--- config.mk ---
export PLATFORM = sky130hd
export DESIGN_NAME = pc_next_unit
export DESIGN_NICKNAME = d
export VERILOG_FILES = /design/src/rtl/pc_pkg.sv /design/src/rtl/ras_stack.sv /design/src/rtl/pc_next_unit.sv
export SDC_FILE = /design/constraint.sdc
export NUM_CORES = 1
export LEC_CHECK = 0
export ABC_CLOCK_PERIOD_IN_PS = 13100
export BUFFER_PORTS_ARGS = -buffer_cell sky130_fd_sc_hd__buf_4
export CELL_PAD_IN_SITES_DETAIL_PLACEMENT = 2
export CELL_PAD_IN_SITES_GLOBAL_PLACEMENT = 2
export CORE_MARGIN = 5
export CORE_UTILIZATION = 41
export DETAILED_ROUTE_END_ITERATION = 6
export MAX_ROUTING_LAYER = met4
export PLACE_DENSITY = 0.95
export SETUP_SLACK_MARGIN = 0.15
export SYNTH_ARGS = -nofsm -noshare
export SYNTH_HDL_FRONTEND = slang
export SYNTH_SLANG_ARGS = --single-unit
--- constraint.sdc ---
create_clock -name clk -period 13.1 [get_ports clk]
set_clock_uncertainty 0.2 [all_clocks]
set_input_delay 0.655 -clock clk [delete_from_list [all_inputs] [get_ports clk]]
set_output_delay 0.655 -clock clk [all_outputs]
set_load 0.03 [all_outputs]
--- src/rtl/pc_pkg.sv ---
// rtl/pc_pkg.sv - shared encodings and constants for the next-PC unit
package pc_pkg;

    typedef enum logic [1:0] {
        PC_SEQ  = 2'd0,
        PC_ALU  = 2'd1,
        PC_TRAP = 2'd2,
        PC_RAS  = 2'd3
    } pc_src_e;

    localparam int unsigned PC_STEP = 4;

endpackage

--- src/rtl/ras_stack.sv ---
// rtl/ras_stack.sv - circular return-address stack, oldest entry overwritten when full
module ras_stack #(
    parameter int unsigned XLEN      = 32,
    parameter int unsigned RAS_DEPTH = 4,
    localparam int unsigned AW       = $clog2(RAS_DEPTH),
    localparam int unsigned CW       = AW + 1
) (
    input  logic            clk,
    input  logic            rst,
    input  logic            push,
    input  logic            pop,
    input  logic [XLEN-1:0] push_data,
    output logic [XLEN-1:0] top,
    output logic [CW-1:0]   count,
    output logic            full,
    output logic            empty
);

    localparam logic [AW-1:0] PTR_ONE = AW'(1);

    logic [XLEN-1:0] mem_q [RAS_DEPTH];
    logic [AW-1:0]   wp_q;
    logic [CW-1:0]   count_q;
    logic            pop_eff;

    assign full    = (count_q == CW'(RAS_DEPTH));
    assign empty   = (count_q == '0);
    assign count   = count_q;
    assign top     = mem_q[wp_q - PTR_ONE];
    assign pop_eff = pop && !empty;

    // Write pointer and occupancy; a pop followed by a push leaves both unchanged
    always_ff @(posedge clk or posedge rst) begin
        if (rst) begin
            wp_q    <= '0;
            count_q <= '0;
        end else begin
            case ({push, pop_eff})
                2'b10: begin
                    wp_q    <= wp_q + PTR_ONE;
                    count_q <= full ? count_q : count_q + CW'(1);
                end
                2'b01: begin
                    wp_q    <= wp_q - PTR_ONE;
                    count_q <= count_q - CW'(1);
                end
                default: begin
                    wp_q    <= wp_q;
                    count_q <= count_q;
                end
            endcase
        end
    end

    // Entry storage needs no reset: slots beyond count are never read as valid
    always_ff @(posedge clk) begin
        if (push) begin
            if (pop_eff) begin
                mem_q[wp_q - PTR_ONE] <= push_data;
            end else begin
                mem_q[wp_q] <= push_data;
            end
        end
    end

endmodule

--- src/rtl/pc_next_unit.sv ---
// rtl/pc_next_unit.sv - PC register with target selection, alignment check and return-address stack
module pc_next_unit
    import pc_pkg::*;
#(
    parameter int unsigned     XLEN         = 32,
    parameter logic [XLEN-1:0] RESET_VECTOR = 32'h0000_0000,
    parameter int unsigned     RAS_DEPTH    = 4
) (
    input  logic                         clk,
    input  logic                         rst,
    input  logic                         stall,
    input  logic [1:0]                   next_pc_src,
    input  logic [XLEN-1:0]              alu_res,
    input  logic [XLEN-1:0]              trap_vec,
    input  logic                         ras_push,
    output logic [XLEN-1:0]              pc,
    output logic [XLEN-1:0]              pc_plus4,
    output logic                         misaligned,
    output logic                         ras_underflow,
    output logic [$clog2(RAS_DEPTH):0]   ras_count,
    output logic [15:0]                  redirect_cnt
);

    logic [XLEN-1:0] pc_q, pc_d;
    logic            mis_q, mis_d;
    logic            unf_q, unf_d;
    logic [15:0]     redir_q, redir_d;

    pc_src_e         src;
    logic [XLEN-1:0] target;
    logic [XLEN-1:0] ras_top;
    logic            ras_empty;
    logic            ras_full_unused;
    logic            pop_req;
    logic            underflow_ev;
    logic            mis_ev;

    assign src      = pc_src_e'(next_pc_src);
    assign pc_plus4 = pc_q + XLEN'(PC_STEP);

    ras_stack #(
        .XLEN      (XLEN),
        .RAS_DEPTH (RAS_DEPTH)
    ) u_ras (
        .clk       (clk),
        .rst       (rst),
        .push      (ras_push && !stall),
        .pop       (pop_req && !stall),
        .push_data (pc_plus4),
        .top       (ras_top),
        .count     (ras_count),
        .full      (ras_full_unused),
        .empty     (ras_empty)
    );

    // Select the candidate target, reject misaligned jumps/returns to the trap vector
    always_comb begin
        target       = pc_plus4;
        pop_req      = 1'b0;
        underflow_ev = 1'b0;
        case (src)
            PC_SEQ:  target = pc_plus4;
            PC_ALU:  target = alu_res;
            PC_TRAP: target = trap_vec;
            PC_RAS: begin
                if (ras_empty) begin
                    target       = pc_plus4;
                    underflow_ev = 1'b1;
                end else begin
                    target  = ras_top;
                    pop_req = 1'b1;
                end
            end
            default: target = pc_plus4;
        endcase
        mis_ev = ((src == PC_ALU) || pop_req) && (target[1:0] != 2'b00);

        pc_d    = pc_q;
        mis_d   = 1'b0;
        unf_d   = 1'b0;
        redir_d = redir_q;
        if (!stall) begin
            pc_d  = mis_ev ? trap_vec : target;
            mis_d = mis_ev;
            unf_d = underflow_ev;
            if ((pc_d != pc_plus4) && (redir_q != 16'hFFFF)) begin
                redir_d = redir_q + 16'd1;
            end
        end
    end

    // PC, event pulses and redirect counter
    always_ff @(posedge clk or posedge rst) begin
        if (rst) begin
            pc_q    <= RESET_VECTOR;
            mis_q   <= 1'b0;
            unf_q   <= 1'b0;
            redir_q <= '0;
        end else begin
            pc_q    <= pc_d;
            mis_q   <= mis_d;
            unf_q   <= unf_d;
            redir_q <= redir_d;
        end
    end

    assign pc            = pc_q;
    assign misaligned    = mis_q;
    assign ras_underflow = unf_q;
    assign redirect_cnt  = redir_q;

endmodule

* Yosys cells after proc, flatten, opt, wreduce, memory -nomap -nowiden
Memories as Yosys holds them, arrays and structs flattened.
Cells that the tools add are included.
** Cells by class
- Reduce and logical (&&, ||, !) cells :: 15
- Eq/ne operators :: 9
- $add $sub $neg :: 6
- Bitwise operators :: 1
- Shift operators :: 0
- Multiplexer cells :: 21
- $lt $le $gt $ge :: 0
- Multipliers :: 0
- Div/mod/pow operators :: 0
** Operator list (count)
- $pmux 32 s4 :: 1
- $mux 32 :: 3
- $add 32x3->32 const B :: 1
- $ne 32x32->1 :: 1
- $reduce_or 32->1 :: 1
- $add 16x1->16 const B :: 1
- $ne 16x16->1 const B :: 1
- $mux 1 :: 13
- $eq 2x2->1 const B :: 3
- $pmux 3 s2 :: 1
- $logic_and 1x1->1 :: 5
- $eq 2x1->1 const B :: 2
- $pmux 2 s2 :: 1
- $reduce_and 2->1 :: 2
- $reduce_bool 2->1 :: 2
- $add 3x1->3 const B :: 1
- $eq 3x3->1 const B :: 1
- $logic_not 3->1 :: 1
- $mux 3 :: 1
- $sub 3x1->3 const B :: 1
- $add 2x1->2 const B :: 1
- $logic_not 1->1 :: 2
- $logic_not 2->1 :: 1
- $mux 2 :: 1
- other kinds (4) :: 4
** Storage, ports and cells
- Memories :: 1
- Memory bits (writable) :: 128
- Memory bits (read-only) :: 0
- Input port bits :: 70
- Latch bits :: 0
- Word-level logic and storage cells :: 59
- Flip-flop bits (word level) :: 55
** Memory list
- u_ras.mem_q :: words 4, bits a word 32, read ports 1, clocked after memory_dff 0, wr ports 1, line ras_stack.sv:21 : logic [XLEN-1:0] mem_q [RAS_DEPTH];

* Longest topological paths before layout
Gate-level depths: netlist of the first run.
- Depth in word-level cells :: 10
- Gate-level depth with buffers :: 15
- Mapped depth without buffers :: 11

* Modules after synthesis
A second synthesis of the first run with hierarchy kept.
** Second synthesis, totals
- Cells, all modules :: 903
- Area, all modules :: 10243.6 µm²
** By module, submodules not included
- pc_next_unit :: instances 1, cells an instance 689, seq. area each 1251.2 µm², area an instance 5247.5 µm²
- ras_stack :: instances 1, cells an instance 214, seq. area each 3968.8 µm², area an instance 4996.0 µm²

* Worst setup path before layout of the first run
OpenSTA, ideal clock, no wires.
- Path type :: input -> register
- Start :: input next_pc_src[0]
- End :: memory u_ras.mem_q[2][0] (enable)
- Required time :: 12.432 ns
- Path buffers :: 4
- Cell stages on the path :: 9
- Slack :: 7.721 ns
- Arrival :: 4.711 ns
- Path through :: clkbuf_1 o311a_1 clkbuf_1 buf_1 nand2b_1 ha_1 clkbuf_1 xnor2_1 nor3b_1
** On the way
- Longest elaborated chain between the ends :: 9
- Elaborated cells between the ends (all ways) :: 13
** Ends and longest elaborated chain
- from (decl) :: line pc_next_unit.sv:12 : input logic [1:0] next_pc_src,
- $eq 2x2->1 (*) :: line pc_next_unit.sv:61 : case (src)
- $mux 1 (*) :: line pc_next_unit.sv:61
- $logic_and 1x1->1 (*) :: line pc_next_unit.sv:48 : .pop (pop_req && !stall),
- $logic_and 1x1->1 (*) :: line ras_stack.sv:30 : assign pop_eff = pop && !empty;
- $mux 1 :: line ras_stack.sv:58 : if (pop_eff) begin
- $mux 1 :: line ras_stack.sv:57 : if (push) begin
- $mux 1 (implied by the code) :: line ras_stack.sv:61 : mem_q[wp_q] <= push_data;
- $reduce_or 32->1 (no line)
- $mux 2 (no line) / $mux 1 (equally long branches)
- to (decl) :: line ras_stack.sv:21
Mark *: on every way between the ends. The rest lies on a longest branch, timed or not.

* Worst setup path in the final report of the first run
- Start :: register pc_q[14], in the netlist pc[14]
- End :: register redir_q[1], in the netlist redirect_cnt[1]
** On the way
- Longest elaborated chain between the ends :: 7
** Ends and longest elaborated chain
- from (decl) :: line pc_next_unit.sv:24 : logic [XLEN-1:0] pc_q, pc_d;
- from (signal assigned) :: line pc_next_unit.sv:100 : pc_q <= pc_d;
- $add 32x3->32 (*) :: line pc_next_unit.sv:39 : assign pc_plus4 = pc_q + XLEN'(PC_STEP);
- $mux 32 :: line pc_next_unit.sv:66 : if (ras_empty) begin
- $pmux 32 s4 :: line pc_next_unit.sv:61
- $mux 32 :: line pc_next_unit.sv:83 : pc_d = mis_ev ? trap_vec : target;
- $ne 32x32->1 (*) :: line pc_next_unit.sv:86 : if ((pc_d != pc_plus4) && (redir_q != 16'hFFFF)) begin
- $logic_and 1x1->1 (*) :: line pc_next_unit.sv:86
- $reduce_and 2->1 (no line) (*)
- to (signal assigned) :: line pc_next_unit.sv:103 : redir_q <= redir_d;
- to (decl) :: line pc_next_unit.sv:27 : logic [15:0] redir_q, redir_d;
Marks and branches as above.
A chain may end at the register's enable or synchronous reset.

==> results of run 1 <==
power by group:
group / switching, W / leakage (nW) / internal (W)
clock network: 0.000268 / 0.287 / 0.000270
registers: 0.000157 / 1.85 / 0.000754
logic: 0.000680 / 2.59 / 0.000399
worst max-delay path: stages (launching register included):
cell and delay, ns:
dfrtp_1 0.54, nand3_1 0.22, or4_1 0.82, nor4_2 0.55, xor2_1 0.59, mux2_1 0.42
o31ai_1 0.30, nand4_1 0.19, nor4b_4 0.83, nor3_2 0.15, mux2_4 0.34
state kept, by name (all words and copies together) (netlist names):
name / count
u_ras.mem_q: 128
pc: 32
redirect_cnt: 16
u_ras.count: 3
u_ras.wp_q: 2
misaligned: 1
ras_underflow: 1
logic make-up after synthesis:
logic type,Yosys count
AO/OA/AOI/OAI,214
XOR/XNOR,68
adder cells (fa/ha/maj),5
buffers and inverters,87
flip-flops,183
multiplexers,48
AND/OR/NAND/NOR,286
routing by layer:
| metal | vias up | global-route usage (%) |
|---|---|---|
| met1 | 4543 | 37.0 |
| met5 | - | - |
| met3 | 122 | 6.85 |
| li1 | 3649 | - |
| met2 | 524 | 51.7 |
| met4 | 0 | 12.8 |
through the flow:
stage	total power, W	instance area [um2]	instances	util, %	setup WS, ns
after floorplan	0.00153	10100	891	-	7.72
after global placement	0.00188	11600	1325	47.6	8.11
after detailed placement	0.00196	11600	1325	47.6	7.83
after CTS	0.00252	12200	1357	50.0	7.83
after global routing	0.00261	12200	1358	50.1	7.53
final	0.00253	12200	1358	50.1	7.82
synth_stat cells, types with 4 or more instances:
| cell | n |
|---|---|
| buf_1 | 4 |
| nand4_1 | 18 |
| and3_1 | 9 |
| a21oi_1 | 37 |
| or4_1 | 6 |
| o22ai_1 | 9 |
| clkbuf_1 | 43 |
| xnor3_1 | 5 |
| nor4_1 | 12 |
| nor3_1 | 19 |
| o21ai_0 | 55 |
| and2_1 | 8 |
| a211oi_1 | 9 |
| a211o_1 | 4 |
| mux4_2 | 33 |
| xor2_1 | 30 |
| nand2_1 | 105 |
| mux2_2 | 6 |
| inv_1 | 26 |
| nand2b_1 | 8 |
| o211ai_1 | 7 |
| o2111ai_1 | 5 |
| buf_2 | 9 |
| o31ai_1 | 17 |
| ha_1 | 4 |
| or3_1 | 8 |
| nand3_1 | 33 |
| nor2_1 | 33 |
| a31oi_1 | 8 |
| mux2i_1 | 7 |
| dfrtp_1 | 55 |
| a22oi_1 | 9 |
| edfxtp_1 | 128 |
| a22o_1 | 22 |
| xnor2_1 | 32 |
| o21a_1 | 4 |
final cells by class:
cell class	instances	area (um2)
Antenna cell	1	2.50
Tap cell	324	405
Fill cell	2415	12100
Clock inverter	15	165
Multi-Input combinational cell	621	4580
Timing Repair Buffer	170	1280
Inverter	27	101
Sequential cell	183	5220
Clock buffer	17	425
worst min path at each step:
stage                                            start                           end  depth (start not counted)
after global placement    redirect_cnt[15]$_DFFE_PP0P_  redirect_cnt[15]$_DFFE_PP0P_                          1
after detailed placement  redirect_cnt[15]$_DFFE_PP0P_  redirect_cnt[15]$_DFFE_PP0P_                          1
after CTS                                          rst  redirect_cnt[14]$_DFFE_PP0P_                          3
after floorplan           redirect_cnt[15]$_DFFE_PP0P_  redirect_cnt[15]$_DFFE_PP0P_                          1
after global routing      redirect_cnt[15]$_DFFE_PP0P_  redirect_cnt[15]$_DFFE_PP0P_                          1
final                                              rst   redirect_cnt[9]$_DFFE_PP0P_                          3
==> reports/summary.md, run 1 <==
The run finished with clean final reports. The tools report the total global routing overflow as 0. In this run the critical register-to-register path is launched from pc[14]$_DFFE_PP0N_. The maximum frequency from static timing analysis was 189 MHz. The number of hold violations in the final report is 0, and the number of instances in the synthesized netlist is 891.

The share of post-route cells with drive strength above 1 was 25.6%; the number of remaining DRC errors was 0. The largest fanout on the critical path was 15; the period utilization was 40.3%. The tools report the total via count in the routed design as 8838. The post-synthesis instance area was 10100 um2. Yosys mapped a number of flops with a built-in enable equal to 128.

The most common flop cell mapped by yosys was edfxtp_1. STA classifies the critical path endpoint as a flip-flop. The detailed-routed wire length on met3 is 3.69 mm, and the final-report max-slew violation count is 0.

Summed over all layers, the routed wires come to 42.6 mm. The multiplexer share of the synthesized area is 8.97%, and the clock tree buffer depth is 2. The final-stage net count is 1095, and the worst hold margin is 0.260 ns. The number of buffers inserted by hold repair at cts is 0.

Relative to the synthesized area, the layout overhead comes to 20.4%. The logs give 0 for the number of violations of the max-capacitance limit and 0 for the setup violation total in the final timing report. The total area inside the core boundary comes to 24300 um2.

The number of instances resized during post-cts repair is 0, and the post-synthesis share of cell area spent on xor and xnor gates is 6.72%. The count of boundary I/O pins is 155, and the overall fraction of global-route tracks in use is 31.2%. By area the synthesized netlist is led by edfxtp_1 38%, dfrtp_1 14%, mux4_2 7.3%. In the final routing, the length of wire on met1 measures 15.9 mm. The critical path class is flip-flop to flip-flop. The post-synthesis share of cell area spent on full adders, half adders and majority gates works out to 0.693%. Measured along the y axis, the die boundary spans 167 um. At the worst endpoint, the required time is 13.26 ns. Yosys printed 0 warnings. The tools report the worst ir drop on vdd as 0.101 mV. The highest signal layer in the routed design is met4. For the initial cell density of the core, the log shows 41.6%.

Setup repair after global routing left no endpoint under its margin. The run gives 0.47 ns as the clock latency on the worst-skew pair. The endpoint identified for the worst register-to-register timing path is redirect_cnt[1]$_DFFE_PP0P_.

The actual transition at the worst max-transition pin was 1.19 ns. In the layout the commonest cells are 170 x buf_4, 128 x edfxtp_1, 105 x nand2_1, 55 x o21ai_0, 54 x dfrtp_1. The run gives 1 as the number of antenna violations at the first check in global routing. Clock-pin slew was measured on the worst setup and hold paths at 0.08 ns.

The most common cell after layout, fill and taps aside was buf_4. The compound-cell area share of the yosys netlist was 14.0%. The setup slack of the most critical reg-to-reg path was 7.82 ns; the post-synth net total was 966. The final total negative setup slack is 0 ns. The final RePlAce weighted congestion is 0.957. STA classifies the critical path startpoint as a flip-flop. Row count: 57.

The wire length of the first global-routing pass came out at 63.3 mm. Of all cell types, the one taking the most synthesized area is edfxtp_1. The detailed-router iteration count before antenna repair came out at 5. The run gives 29.7 mm as the half-perimeter wire length after detailed placement.

The remaining max-slew budget at the tightest pin is 20.5%. The fraction of registers with async set/reset is 30.1%. Portion of the post-synthesis area used by sequential elements: 51.6%. Post-CTS timing repair inserted 0 buffers for setup. In this run the static leakage power is 4.73 nW. The share of the synthesized area in the top cell type was 38.0%; the power per standard cell area was 208 nW/um2. Entering global routing, the biggest net connects 72 pins. The run gives 5.43 ns as the worst path arrival time. TritonCTS built the clock tree. In this run the number of H-tree levels came out at 4. The die is 167 um wide.

The flop and latch count out of synthesis is 183. Buffers inserted during clock tree synthesis total 17. For the worst flop-to-flop path, the logic depth is 10.

The critical path ends at redirect_cnt[1]$_DFFE_PP0P_. Input and output buffers added on the ports amount to 154. Number of unique standard cell types used by synthesis: 77. The post-synthesis average cell area works out to 11.4 um2. The floorplan step defined a die boundary enclosing 27900 um2. The tools report the startpoint of the most critical setup path as pc[14]$_DFFE_PP0N_. The via density per instance came out at 6.51. The tightest min-delay check is of the input pin to asynchronous set/reset pin type. The detailed router's first-iteration violation count came out at 931. By area, the combinational part of the netlist is dominated by simple AND/OR/NAND/NOR gates. The logs give 0 for the post-detailed-route count of antenna-violating nets and 21.3 mm for the sum of met2 wire segment lengths after detailed routing. The via count of the first global-routing pass is 9648. Root buffer selected by CTS: clkbuf_16.

The smallest clock period supported by the final layout is computed as 5.28 ns. The area share of and/or/nand/nor cells after synthesis was 14.4%; the sink count of the clock tree was 183. After detailed routing, the average wire length per cell comes to 31.4 um.
Power figures use the tool's default switching activity.
==> run 2, diff against run 1 <==
- ABC_CLOCK_PERIOD_IN_PS: 13100 -> 4500
- CORE_UTILIZATION: 41 -> 34
- PLACE_DENSITY: 0.95 -> 0.87
- clock period: 13.1 -> 4.5 ns (I/O delays scaled with it)
==> reports/summary.md, run 2 (synthesis gave the netlist of run 1 again) <==
The final RePlAce weighted congestion was 0.937 (was 0.957). The area overhead of the layout relative to synthesis is 26.3% (was 20.4%). Post-detailed-route count of antenna-violating nets: 0 (unchanged). The most common cell after layout, fill and taps aside was buf_4 (unchanged). The largest fanout on the critical path works out to 15 (unchanged). The run gives 42.7 mm (was 42.6 mm) as the wire length reported by the detailed router.

The setup violation total in the final timing report was 0 (unchanged). The critical path capture point type was a flip-flop (unchanged). The share of post-route cells with drive strength above 1 works out to 28.1% (was 25.6%). Leading cell types in the layout, fill and taps excluded: 205 x buf_4, 128 x edfxtp_1, 105 x nand2_1, 55 x o21ai_0, 52 x dfrtp_1 (was 170 x buf_4, 128 x edfxtp_1, 105 x nand2_1, 55 x o21ai_0, 54 x dfrtp_1).

The number of diodes is 0 (was 1), and the setup slack at placement is 0.320 ns (was 7.83 ns). The logs give 0 (unchanged) for the final-report max-slew violation count and 0 (unchanged) for the total global routing overflow. The origin of the critical flop-to-flop path was pc[6]$_DFFE_PP0N_ (was pc[14]$_DFFE_PP0N_). The post-CTS setup buffer count is 0 (unchanged), and the routed length per instance is 28.9 um (was 31.4 um).

The element type at the critical path start is a flip-flop (unchanged). The wire length of the first global-routing pass was 63.3 mm (about the same); the die width was 182 um (was 167 um). The tools report the number of remaining DRC errors as 0 (unchanged). The area of the core was 29500 um2 (was 24300 um2). The class of the worst hold path is input pin to flip-flop (was input pin to asynchronous set/reset pin). The tools report the pin count of the biggest net entering global routing as 70 (was 72). The total via count in the routed design is 8878 (was 8838), and the overall fraction of global-route tracks in use is 26.2% (was 31.2%). Die footprint: 33300 um2 (was 27900 um2). The setup slack of the most critical reg-to-reg path came out at 0.21 ns (was 7.82 ns). The sink count of the clock tree was 183 (unchanged). TritonCTS built the clock tree.

The tools report the clock tree buffer depth as 2 (unchanged). The via count of the first global-routing pass came out at 9709 (was 9648). The port buffer count was 154 (unchanged); the worst ir drop on vdd was 0.286 mV (was 0.101 mV). The detailed router's first-iteration violation count was 738 (was 931); the count of boundary I/O pins was 155 (unchanged). Critical path class: flip-flop to flip-flop (unchanged). The run gives 30.7 mm (was 29.7 mm) as the half-perimeter wire length after detailed placement. Setup repair after global routing left no endpoint under its margin. The CTS buffer count is 17 (unchanged), and the clock latency on the worst-skew pair is 0.46 ns (was 0.47 ns). The final-stage net count is 1150 (was 1095). The tools report the root buffer selected by CTS as clkbuf_16 (unchanged). Number of antenna violations at the first check in global routing: 0 (was 1). Register with the highest flop count: u_ras.mem_q (unchanged). The data required time at the worst endpoint was 4.64 ns (was 13.26 ns); the maximum frequency from static timing analysis was 233 MHz (was 189 MHz). The run gives 5 (unchanged) as the detailed-router iteration count before antenna repair.

Final worst-path setup slack: 0.211 ns (was 7.82 ns). The startpoint of the most critical setup path was pc[6]$_DFFE_PP0N_ (was pc[14]$_DFFE_PP0N_). The period utilization works out to 95.3% (was 40.3%). The via density per instance is 6.01 (was 6.51), and the worst hold margin is 0.0135 ns (was 0.260 ns). The flow ran to the end, and the final reports show no timing, DRC or antenna violations. The run gives 5.01 nW (was 4.73 nW) as the static leakage.

The number of flip-flops in the largest register came out at 128 (unchanged). The clock-pin slew on the worst setup and hold paths came out at 0.08 ns (about the same). Post-layout minimum cycle time: 4.29 ns (was 5.28 ns).

The final total negative setup slack is 0 ns (unchanged), and the actual transition at the worst max-transition pin is 0.785 ns (was 1.19 ns). The height of the die is 182 um (was 167 um), and the count of H-tree levels built during CTS is 4 (unchanged). The tools report the initial cell density of the core as 34.3% (was 41.6%).

For the worst path arrival time, the log shows 4.43 ns (was 5.43 ns). The power per standard cell area was 582 nW/um2 (was 208 nW/um2); the number of violations of the max-capacitance limit was 0 (unchanged). In this run the most critical hold path is launched from trap_vec[13]. The remaining max-slew budget at the tightest pin was 47.6% (was 20.5%); the number of hold violations in the final report was 0 (unchanged). The tools report the row count as 63 (was 57).
[run 2: path summary, 6_finish.rpt]
kind                                                end  cells after the start
max reg2reg                 redirect_cnt[1]$_DFFE_PP0P_                     10
min                                  pc[13]$_DFFE_PP0N_                      3
max in group asynchronous            pc[14]$_DFFE_PP0N_                      4
min in group asynchronous            pc[19]$_DFFE_PP0N_                      3
max                         redirect_cnt[1]$_DFFE_PP0P_                     10
min reg2reg                redirect_cnt[15]$_DFFE_PP0P_                      1
[run 2: layout make-up]
cell class | instances | area (um2)
inverters | 27 | 101
well taps | 390 | 488
flip-flops and latches | 183 | 5220
clock buffers | 18 | 429
fillers | 3043 | 16700
clock inverters | 14 | 153
multi-input cells | 621 | 4610
repair buffers | 225 | 1760
[run 2: stage by stage]
| step | instance area (um2) | util [%] | cells | power [W] |
|---|---|---|---|---|
| final | 12800 | 43.3 | 1478 | 0.00744 |
| after global routing | 12800 | 43.3 | 1478 | 0.00776 |
| after CTS | 12700 | 43.2 | 1476 | 0.00744 |
| after detailed placement | 12000 | 40.6 | 1428 | 0.00586 |
| after global placement | 12000 | 40.6 | 1428 | 0.00570 |
| after floorplan | 10100 | - | 891 | 0.00446 |
[run 2: power breakdown]
group          switching, W  internal, W  leakage [nW]
logic               0.00211      0.00127          2.88
registers          0.000336      0.00220          1.85
clock network      0.000778     0.000747         0.287
total               0.00323      0.00421          5.01
[run 2: repair_timing]
item	CTS	global route
endpoints found under the setup margin	1	3
hold buffers	16	2
resized for setup	1	4
pin swaps	0	1
gates cloned	0	0
endpoints found under the hold margin	37	2
[run 2: metal layers]
metal	GRT usage (%)	share of wire [%]	up-vias
met5	-	0	-
met4	10.5	4.2	0
met3	6.14	7.9	100
met2	41.2	47	425
met1	32.8	41	4597
li1	-	-	3756
[run 2: critical path: stages (launching register included)]
cell     delay, ns
dfrtp_1       0.51
nand4_1       0.51
or4_1         0.64
and2_1        0.25
a221o_1       0.42
o41ai_1       0.37
nand4_1       0.22
nor4b_4       0.46
buf_12        0.20
nor3_2        0.07
mux2_4        0.33
==> run 3, diff against run 2 <==
--- a/config.mk
+++ b/config.mk
@@ -15,5 +15,5 @@
 export MAX_ROUTING_LAYER = met4
 export PLACE_DENSITY = 0.87
-export SETUP_SLACK_MARGIN = 0.15
+export SETUP_SLACK_MARGIN = 0.4
 export SYNTH_ARGS = -nofsm -noshare
 export SYNTH_HDL_FRONTEND = slang
==> constraint.sdc (replaced) <==
create_clock -name clk -period 4.5 [get_ports clk]
set_clock_uncertainty 0.2 [all_clocks]
set_input_delay 0.225 -clock clk [delete_from_list [all_inputs] [get_ports clk]]
set_output_delay 0.225 -clock clk [all_outputs]
set_load 0.02 [all_outputs]
==> reports/summary.md, run 3 (synthesis gave the netlist of run 1 again) <==
The run finished with clean final reports. The logs give 1495 (was 1478) for the count of placed standard cells in the final layout, fillers left out and 155 (unchanged) for the count of boundary I/O pins. The clock tree buffer depth is 2 (unchanged). Data required time at the worst endpoint: 4.63 ns (was 4.64 ns). The most common cell after layout, fill and taps aside is buf_4 (unchanged). The share of post-route cells with drive strength above 1 works out to 31.9% (was 28.1%). Critical path capture point type: a flip-flop (unchanged).

Row count: 63 (unchanged). For the final-report max-slew violation count, the log shows 0 (unchanged). The logs give 0.00741 W (was 0.00744 W) for the post-route total power and 801 (was 738) for the detailed router's first-iteration violation count.

The power per standard cell area came out at 568 nW/um2 (was 582 nW/um2). The critical path class is flip-flop to flip-flop (unchanged). The logs give 8956 (was 8878) for the total via count in the routed design and 0.951 (was 0.937) for the final RePlAce weighted congestion. For the total global routing overflow, the log shows 0 (unchanged).

The logs give 1424 (was 1428) for the cell count after placement and 249 MHz (was 233 MHz) for the maximum frequency from static timing analysis. The height of the die was 182 um (unchanged). The area of the core was 29500 um2 (unchanged); the die footprint was 33300 um2 (unchanged).

Number of remaining DRC errors: 0 (unchanged). The post-detailed-route count of antenna-violating nets was 0 (unchanged); the setup slack at placement was 0.203 ns (was 0.320 ns). The post-layout minimum cycle time was 4.01 ns (was 4.29 ns); the worst ir drop on vdd was 0.248 mV (was 0.286 mV). The setup violation total in the final timing report came out at 0 (unchanged).

The half-perimeter wire length after detailed placement came out at 30.7 mm (about the same). The die width is 182 um (unchanged). Final total negative setup slack: 0 ns (unchanged).

The overall fraction of global-route tracks in use is 26.0% (was 26.2%). The detailed-router iteration count before antenna repair was 5 (unchanged). The clock latency on the worst-skew pair came out at 0.45 ns (was 0.46 ns). The worst path arrival time is 4.14 ns (was 4.43 ns), and the static leakage is 5.09 nW (was 5.01 nW). The number of hold violations in the final report is 0 (unchanged), and the number of violations of the max-capacitance limit is 0 (unchanged). The class of the worst hold path was input pin to flip-flop (unchanged). For the wire length reported by the detailed router, the log shows 43.7 mm (was 42.7 mm). The clock-pin slew on the worst setup and hold paths is 0.07 ns (was 0.08 ns), and the routed length per instance is 29.2 um (was 28.9 um). Number of antenna violations at the first check in global routing: 0 (unchanged). Root buffer selected by CTS: clkbuf_16 (unchanged). For the number of diodes, the log shows 0 (unchanged).

The largest fanout on the critical path was 15 (unchanged); the remaining max-slew budget at the tightest pin was 32.2% (was 47.6%). The tools report the sink count of the clock tree as 183 (unchanged). Leading cell types in the layout, fill and taps excluded: 215 x buf_4, 128 x edfxtp_1, 105 x nand2_1, 54 x o21ai_0, 36 x a21oi_1 (was 205 x buf_4, 128 x edfxtp_1, 105 x nand2_1, 55 x o21ai_0, 52 x dfrtp_1). The via density per instance came out at 5.99 (was 6.01). The run gives 62.8 mm (was 63.3 mm) as the wire length of the first global-routing pass. The actual transition at the worst max-transition pin works out to 1.01 ns (was 0.785 ns). The number of flip-flops in the largest register works out to 128 (unchanged). The final-stage net count was 1167 (was 1150); the count of H-tree levels built during CTS was 4 (unchanged). The run gives 70 (unchanged) as the pin count of the biggest net entering global routing.

Setup repair after global routing left no endpoint under its margin. The period utilization was 89.2% (was 95.3%); the port buffer count was 154 (unchanged). The final worst-path setup slack came out at 0.485 ns (was 0.211 ns). Worst hold margin: 0.0577 ns (was 0.0135 ns).

CTS buffer count: 17 (unchanged). The element type at the critical path start was a flip-flop (unchanged). TritonCTS built the clock tree. The register with the highest flop count was u_ras.mem_q (unchanged). Via count of the first global-routing pass: 9640 (was 9709). The area overhead of the layout relative to synthesis was 29.0% (was 26.3%); the initial cell density of the core was 34.3% (unchanged).
-- run 3: cell types whose count changed in the layout (fill, tap and decap cells not counted), sizes merged --
cell,before,now
buf,207,220
clkbuf,18,19
clkinv,5,4
clkinvlp,0,1
dlygate4sd3,18,20
or4,7,8
-- run 3: final cells by class --
| cell class | count | area (um2) |
|---|---|---|
| multi-input cells | 622 | 4720 |
| inverters | 27 | 101 |
| clock inverters | 14 | 130 |
| repair buffers | 241 | 1920 |
| clock buffers | 18 | 439 |
| well taps | 390 | 488 |
| flip-flops and latches | 183 | 5250 |
| fillers | 3028 | 16400 |
-- run 3: path summary, 6_finish.rpt --
check,from,endpoint,slack [ns],cells after the start
max,pc[2]$_DFFE_PP0N_,redirect_cnt[1]$_DFFE_PP0P_,0.49,11
min,trap_vec[0],pc[0]$_DFFE_PP0N_,0.06,3
max reg2reg,pc[2]$_DFFE_PP0N_,redirect_cnt[1]$_DFFE_PP0P_,0.49,11
min reg2reg,redirect_cnt[14]$_DFFE_PP0P_,redirect_cnt[14]$_DFFE_PP0P_,0.29,1
max in group asynchronous,rst,pc[26]$_DFFE_PP0N_,3.12,4
min in group asynchronous,rst,pc[25]$_DFFE_PP0N_,0.40,4
-- run 3: layer usage --
layer / GRT usage [%] / vias to the layer above / share of wire (%)
met5: - / - / 0
met2: 41.9 / 394 / 49
li1: - / 3782 / -
met1: 32.4 / 4711 / 41
met3: 6.70 / 69 / 7.8
met4: 7.78 / 0 / 2.2
-- run 3: worst max-delay path: stages, from the launching register on --
cell and delay [ns]:
dfrtp_1 0.53, ha_4 0.26, inv_1 0.09, or4_1 0.52
and2_1 0.26, a221o_1 0.42, o41ai_1 0.36, nand4_1 0.22
nor4b_4 0.44, buf_12 0.20, nor3_2 0.07, mux2_4 0.33
-- run 3: power by group --
group          switching [W]  internal (W)
sequential          0.000344       0.00221
combinational        0.00199       0.00136
clock               0.000757      0.000751
-- run 3: repair_timing --
action | in CTS | in global routing
setup endpoints to repair | 16 | 16
endpoints found under the hold margin | 74 | 0
gates cloned | 0 | 2
pin swaps | 1 | 5
hold buffers | 20 | 0
buffers inserted | 3 | 14
resized for setup | 10 | 33
-- run 3: per-stage QoR --
stage | utilization (%) | cell area [um2]
floorplan | - | 10100
global placement | 40.6 | 12000
detailed placement | 40.6 | 12000
CTS | 43.4 | 12800
global route | 44.2 | 13000
finish | 44.2 | 13000
